## src/rtl/madd_approx_seq_if.sv

```systemverilog
// Operand/result handshake bundle for the sequential approximate multiply-add.
interface madd_approx_seq_if #(
  parameter int W = 6
);
  logic           in_valid;
  logic           in_ready;
  logic [W-1:0]   a;
  logic [W-1:0]   b;
  logic [W-1:0]   c;
  logic           approx_en;
  logic           out_valid;
  logic           out_ready;
  logic [2*W-1:0] result;
  logic           busy;

  modport master (
    output in_valid, a, b, c, approx_en, out_ready,
    input  in_ready, out_valid, result, busy
  );

  modport slave (
    input  in_valid, a, b, c, approx_en, out_ready,
    output in_ready, out_valid, result, busy
  );
endinterface

```

## src/rtl/madd_approx_seq.sv

```systemverilog
// Radix-2 shift-add multiply-add (a*b + c) with optional column truncation.
//
// state  | meaning
// IDLE   | waiting for an operand set, in_ready high
// MUL    | one partial product per cycle, W cycles
// DONE   | result presented, waiting for out_ready
module madd_approx_seq #(
  parameter int W     = 6,
  parameter int TRUNC = 4
) (
  input logic              clk,
  input logic              rst_n,
  madd_approx_seq_if.slave bus
);

  if (W < 2 || W > 16) begin : g_bad_w
    $error("madd_approx_seq: W must be in 2..16");
  end
  if (TRUNC < 0 || TRUNC > 2*W-1) begin : g_bad_trunc
    $error("madd_approx_seq: TRUNC must be in 0..2W-1");
  end

  localparam int CW = $clog2(W);
  localparam logic [63:0]    LOW_MASK64 = (64'd1 << TRUNC) - 64'd1;
  localparam logic [2*W-1:0] LOW_MASK   = LOW_MASK64[2*W-1:0];

  typedef enum logic [1:0] {S_IDLE, S_MUL, S_DONE} state_t;

  state_t         state, state_nxt;
  logic [W-1:0]   a_q, b_q;
  logic           approx_q;
  logic [2*W-1:0] acc, acc_nxt, res_q, pp;
  logic [CW-1:0]  cnt;
  logic [W-1:0]   a_m;
  logic           accept, last_step;

  assign accept    = (state == S_IDLE) && bus.in_valid;
  assign last_step = (cnt == CW'(W-1));

  // State register.
  always_ff @(posedge clk or negedge rst_n) begin
    if (!rst_n) state <= S_IDLE;
    else        state <= state_nxt;
  end

  // Next-state logic.
  always_comb begin
    state_nxt = state;
    case (state)
      S_IDLE: if (bus.in_valid)  state_nxt = S_MUL;
      S_MUL:  if (last_step)     state_nxt = S_DONE;
      S_DONE: if (bus.out_ready) state_nxt = S_IDLE;
      default:                   state_nxt = S_IDLE;
    endcase
  end

  // Handshake outputs decoded from state.
  always_comb begin
    bus.in_ready  = (state == S_IDLE);
    bus.out_valid = (state == S_DONE);
    bus.busy      = (state == S_MUL) || (state == S_DONE);
  end

  // Current partial product; approximate mode drops bits landing below column TRUNC.
  always_comb begin
    a_m = a_q;
    if (approx_q) begin
      for (int j = 0; j < W; j++) begin
        if (int'(cnt) + j < TRUNC) a_m[j] = 1'b0;
      end
    end
    pp      = {{W{1'b0}}, a_m} << cnt;
    acc_nxt = b_q[cnt] ? acc + pp : acc;
  end

  // Operand latch, accumulator and result register.
  always_ff @(posedge clk or negedge rst_n) begin
    if (!rst_n) begin
      a_q      <= '0;
      b_q      <= '0;
      approx_q <= 1'b0;
      acc      <= '0;
      cnt      <= '0;
      res_q    <= '0;
    end else begin
      if (accept) begin
        a_q      <= bus.a;
        b_q      <= bus.b;
        approx_q <= bus.approx_en;
        acc      <= {{W{1'b0}}, bus.c};
        cnt      <= '0;
      end else if (state == S_MUL) begin
        acc <= acc_nxt;
        cnt <= last_step ? '0 : cnt + 1'b1;
        if (last_step) res_q <= approx_q ? (acc_nxt & ~LOW_MASK) : acc_nxt;
      end
    end
  end

  assign bus.result = res_q;

endmodule

```

## src/flat_wrapper.sv

```systemverilog
// flat-port wrapper written by rule: the top's interface ports become plain ports
module madd_approx_seq_flat 
#(
  parameter int W     = 6,
  parameter int TRUNC = 4
)
  (clk, rst_n, bus_in_valid, bus_a, bus_b, bus_c, bus_approx_en, bus_out_ready, bus_in_ready, bus_out_valid, bus_result, bus_busy);
  madd_approx_seq_if #(.W(W)) bus_i ();
  input logic clk;
  input logic rst_n;
  input wire logic [$bits(bus_i.in_valid)-1:0] bus_in_valid;
  input wire logic [$bits(bus_i.a)-1:0] bus_a;
  input wire logic [$bits(bus_i.b)-1:0] bus_b;
  input wire logic [$bits(bus_i.c)-1:0] bus_c;
  input wire logic [$bits(bus_i.approx_en)-1:0] bus_approx_en;
  input wire logic [$bits(bus_i.out_ready)-1:0] bus_out_ready;
  output wire logic [$bits(bus_i.in_ready)-1:0] bus_in_ready;
  output wire logic [$bits(bus_i.out_valid)-1:0] bus_out_valid;
  output wire logic [$bits(bus_i.result)-1:0] bus_result;
  output wire logic [$bits(bus_i.busy)-1:0] bus_busy;
  assign bus_i.in_valid = bus_in_valid;
  assign bus_i.a = bus_a;
  assign bus_i.b = bus_b;
  assign bus_i.c = bus_c;
  assign bus_i.approx_en = bus_approx_en;
  assign bus_i.out_ready = bus_out_ready;
  assign bus_in_ready = bus_i.in_ready;
  assign bus_out_valid = bus_i.out_valid;
  assign bus_result = bus_i.result;
  assign bus_busy = bus_i.busy;
  madd_approx_seq #(.W(W), .TRUNC(TRUNC)) u_core (.clk(clk), .rst_n(rst_n), .bus(bus_i));
endmodule
```

## config.mk

```make
export PLATFORM = sky130hd
export DESIGN_NAME = madd_approx_seq_flat
export DESIGN_NICKNAME = d
export VERILOG_FILES = /design/src/rtl/madd_approx_seq_if.sv /design/src/rtl/madd_approx_seq.sv /design/src/flat_wrapper.sv
export SDC_FILE = /design/constraint.sdc
export NUM_CORES = 1
export LEC_CHECK = 0
export CAP_MARGIN = 0
export CORE_ASPECT_RATIO = 1.5
export CORE_MARGIN = 3
export CORE_UTILIZATION = 49
export CTS_CLUSTER_DIAMETER = 40
export DETAILED_ROUTE_END_ITERATION = 8
export PLACE_DENSITY = 0.72
export SYNTH_ARGS = -nofsm -noshare
export SYNTH_HDL_FRONTEND = slang
export SYNTH_SLANG_ARGS = --single-unit
```

## constraint.sdc

```tcl
create_clock -name clk -period 2.9 [get_ports clk]
set_clock_uncertainty 0.15 [all_clocks]
set_input_delay 0.435 -clock clk [delete_from_list [all_inputs] [get_ports clk]]
set_output_delay 0.435 -clock clk [all_outputs]
set_load 0.02 [all_outputs]
```

==> impl_metrics.json <==
{
  "drtAntennaViolNets": 0,
  "maxCapViolCount": 0,
  "avgSynthCellArea_sq_um": 8.486,
  "place_congestion": 0.9162,
  "routedWlPerCell_microns": 14.25,
  "yosys-top-cells-area": "dfrtp_1, nand2_1, ha_1, a21oi_1, o21ai_0",
  "grt_max_degree": 43,
  "drv_slew": 0,
  "p_per_area_nw_per_um2": 1233,
  "cellLeakagePower_nw": 1.522,
  "syn_inst": 308,
  "end_kind": "flip-flop",
  "die_x_microns": 65.64,
  "drt-total-wl_mm": 6.040,
  "drcViolationCount": 0,
  "crit_cells": 11,
  "clk_latency_ps": 300,
  "final_cell_area_sq_um": 3343,
  "cts-htree-levels": 2,
  "cts_tree": "yes",
  "cp_max_fo": 8,
  "synth_top_area_share_pct": 40.21,
  "first_pass_iters": 4,
  "path_buf_inv": 1,
  "via_count": 2294,
  "cts_buffer_depth": 2,
  "start_util_pct": 52.24,
  "fin_ws_ps": 97.17,
  "viasPerCell": 5.410,
  "syn_to_final_growth_pct": 27.91,
  "yosys_register_bits": 42,
  "clockRootBuffer": "clkbuf_8",
  "core_area_sq_um": 5004,
  "crit_family": "compound AO/OA/AOI/OAI gates",
  "antenna_found_initial": 0,
  "die-height_microns": 95.45,
  "reg2reg_from": "u_core.cnt[0]",
  "synthDistinctLibCells": 40,
  "max_freq_ghz": 0.3568,
  "cts_sinks": 42,
  "cts-buffers-inserted": 5,
  "status": "complete, no violations",
  "finalSetupViolCount": 0,
  "grt_usage_pct": 20.68,
  "dieArea_sq_um": 6265,
  "power_mw": 4.122,
  "n_antenna_cell": 0,
  "worstMarginPinSlew_ps": 934.5,
  "hold_class": "primary input to async pin",
  "critPathArrivalTime_ps": 2840,
  "final_util_pct": 66.82,
  "start_kind": "flip-flop",
  "path_cells": "mux4_2 -> nand2_2 -> o21ai_2 -> ha_1 -> a21o_1 -> a221oi_4 -> buf_4 -> xor2_2 -> nor2_1 -> a21oi_1 -> o21ai_1",
  "grt_pass1_vias": 2199,
  "reg2reg_to": "u_core.bus.result[6]",
  "dr.first_iter.drc_count": 120,
  "dp_hpwl_mm": 4.449,
  "syn-num-nets": 348,
  "ff2ff_path_depth": 11,
  "period_needed_ps": 2803,
  "place_ws_ps": -80.32,
  "syn-cell-area_sq_um": 2614,
  "grt_pass1_wl_mm": 10.10,
  "io_pins": 38,
  "max-slew-margin-rel_pct": 37.70,
  "irDropWorstVdd_uv": 688.0,
  "yosys_warnings": 0,
  "cp.required_ps": 2940,
  "cts-hold-fix-buffers": 0,
  "yosys.area.top_type": "dfrtp_1",
  "clk_pin_slew_ps": 80,
  "rsz0062_at_grt": "true",
  "rows": 31,
  "cp-startpoint": "u_core.cnt[0]",
  "post-route-period-util_pct": 96.65,
  "fillerInstances": 405,
  "reg2reg_slack_ps": 100,
  "max_stage_delay_ps": 540,
  "drive_gt1_share_pct": 15.08,
  "final_hold_viol_count": 0,
  "cp_slowest_cell": "mux4_2",
  "grt-ovfl-total": 0,
  "port_buffers": 37,
  "synth-seq-area-share_pct": 40.21,
  "tns_ps": 0,
  "fin_nets": 397,
  "place_area_sq_um": 3137,
  "critPathKind": "flip-flop to flip-flop"
}
## report_power, final
part           switching, mW  leakage, nW  internal (mW)  total [mW]
Clock                  0.210       0.0579          0.253       0.464
Sequential             0.217        0.542          0.826        1.04
Combinational           1.41        0.922           1.21        2.62
Total                   1.83         1.52           2.29        4.12
## final cells by class
class	instances	area [sq um]	share of cell area, %
flip-flops and latches	42	1054	31.51
inverters	11	41.29	1.235
well taps	66	82.58	2.470
clock buffers	5	68.82	2.058
clock inverters	3	40.04	1.198
repair buffers	58	523.0	15.64
multi-input cells	239	1534	45.88
## state kept, by name, indices dropped and copies added (netlist names)
register and flops:
u_core.b_q 6, u_core.bus.result 12, u_core.acc 12, u_core.state 2, u_core.approx_q 1, u_core.cnt 3
u_core.a_q 6
## placed cells by master, fill, tap and decap left out, drive strengths merged, types with 7 or more instances in the layout
master,n
nand2,72
inv,11
a21oi,27
ha,16
clkdlybuf4s50,36
dfrtp,42
o21ai,27
nor2,24
buf,22
mux2i,7
## per-stage QoR
stage / hold slack [ps] / std cells
2_1_floorplan: -10.59 / 308
3_3_place_gp: 303.3 / 416
3_5_place_dp: 306.5 / 416
4_1_cts: 159.2 / 424
5_1_grt: 200.3 / 424
6_report: 115.3 / 424
## layer usage
layer	up-vias	share of wire [%]	track usage, %	wire length (microns)
met1	1087	41	23.27	2462
li1	1145	-	-	-
met2	47	53	38.33	3191
met3	15	3.7	3.656	221
met4	0	2.7	7.266	163
met5	-	0	0	0
## how the worst max path moves through the flow
| stage | endpoint | slack (ps) |
|---|---|---|
| final | u_core.bus.result[6] | 100 |
| after global routing | u_core.bus.result[6] | -30 |
| after CTS | u_core.bus.result[10] | 20 |
| after detailed placement | u_core.acc[11] | -80 |
| after global placement | u_core.bus.result[9] | -30 |
| after floorplan | u_core.bus.result[10] | 40 |
## cells in the mapped netlist (all sizes together)
cell    instances
a21o            4
nand2          72
nor2           24
o221ai          2
a31oi           4
mux4            2
a221oi          2
o31ai           1
xnor2           5
dfrtp          42
a22oi           3
o21ai          27
nand2b          3
nor3            5
nor4            1
a211oi          2
ha             16
o211ai          1
and2            3
inv            11
and3            3
mux2i           7
mux2            4
clkbuf          9
o22ai           2
nand4           2
buf             7
xor2            5
o21a            1
fa              1
or3             1
nor2b           3
o21bai          1
a21oi          27
nand3           5
## cells by family after synthesis
family	count (synthesis)	synth area share, %
fa+ha+maj	17	8.425
buf+inv	27	4.978
xor+xnor	10	3.351
flops	42	40.21
simple gates	122	19.53
mux	13	6.127
compound gates	77	17.38
## timing repair
action | 4_1_cts | 5_1_grt
setup endpoints to repair | 8 | 12
setup buffers | 0 | 0
hold endpoints to repair | 0 | 0
pin swaps | 0 | 13
gates resized for setup | 5 | 20
Note: power is estimated with default switching activity, not from simulation.
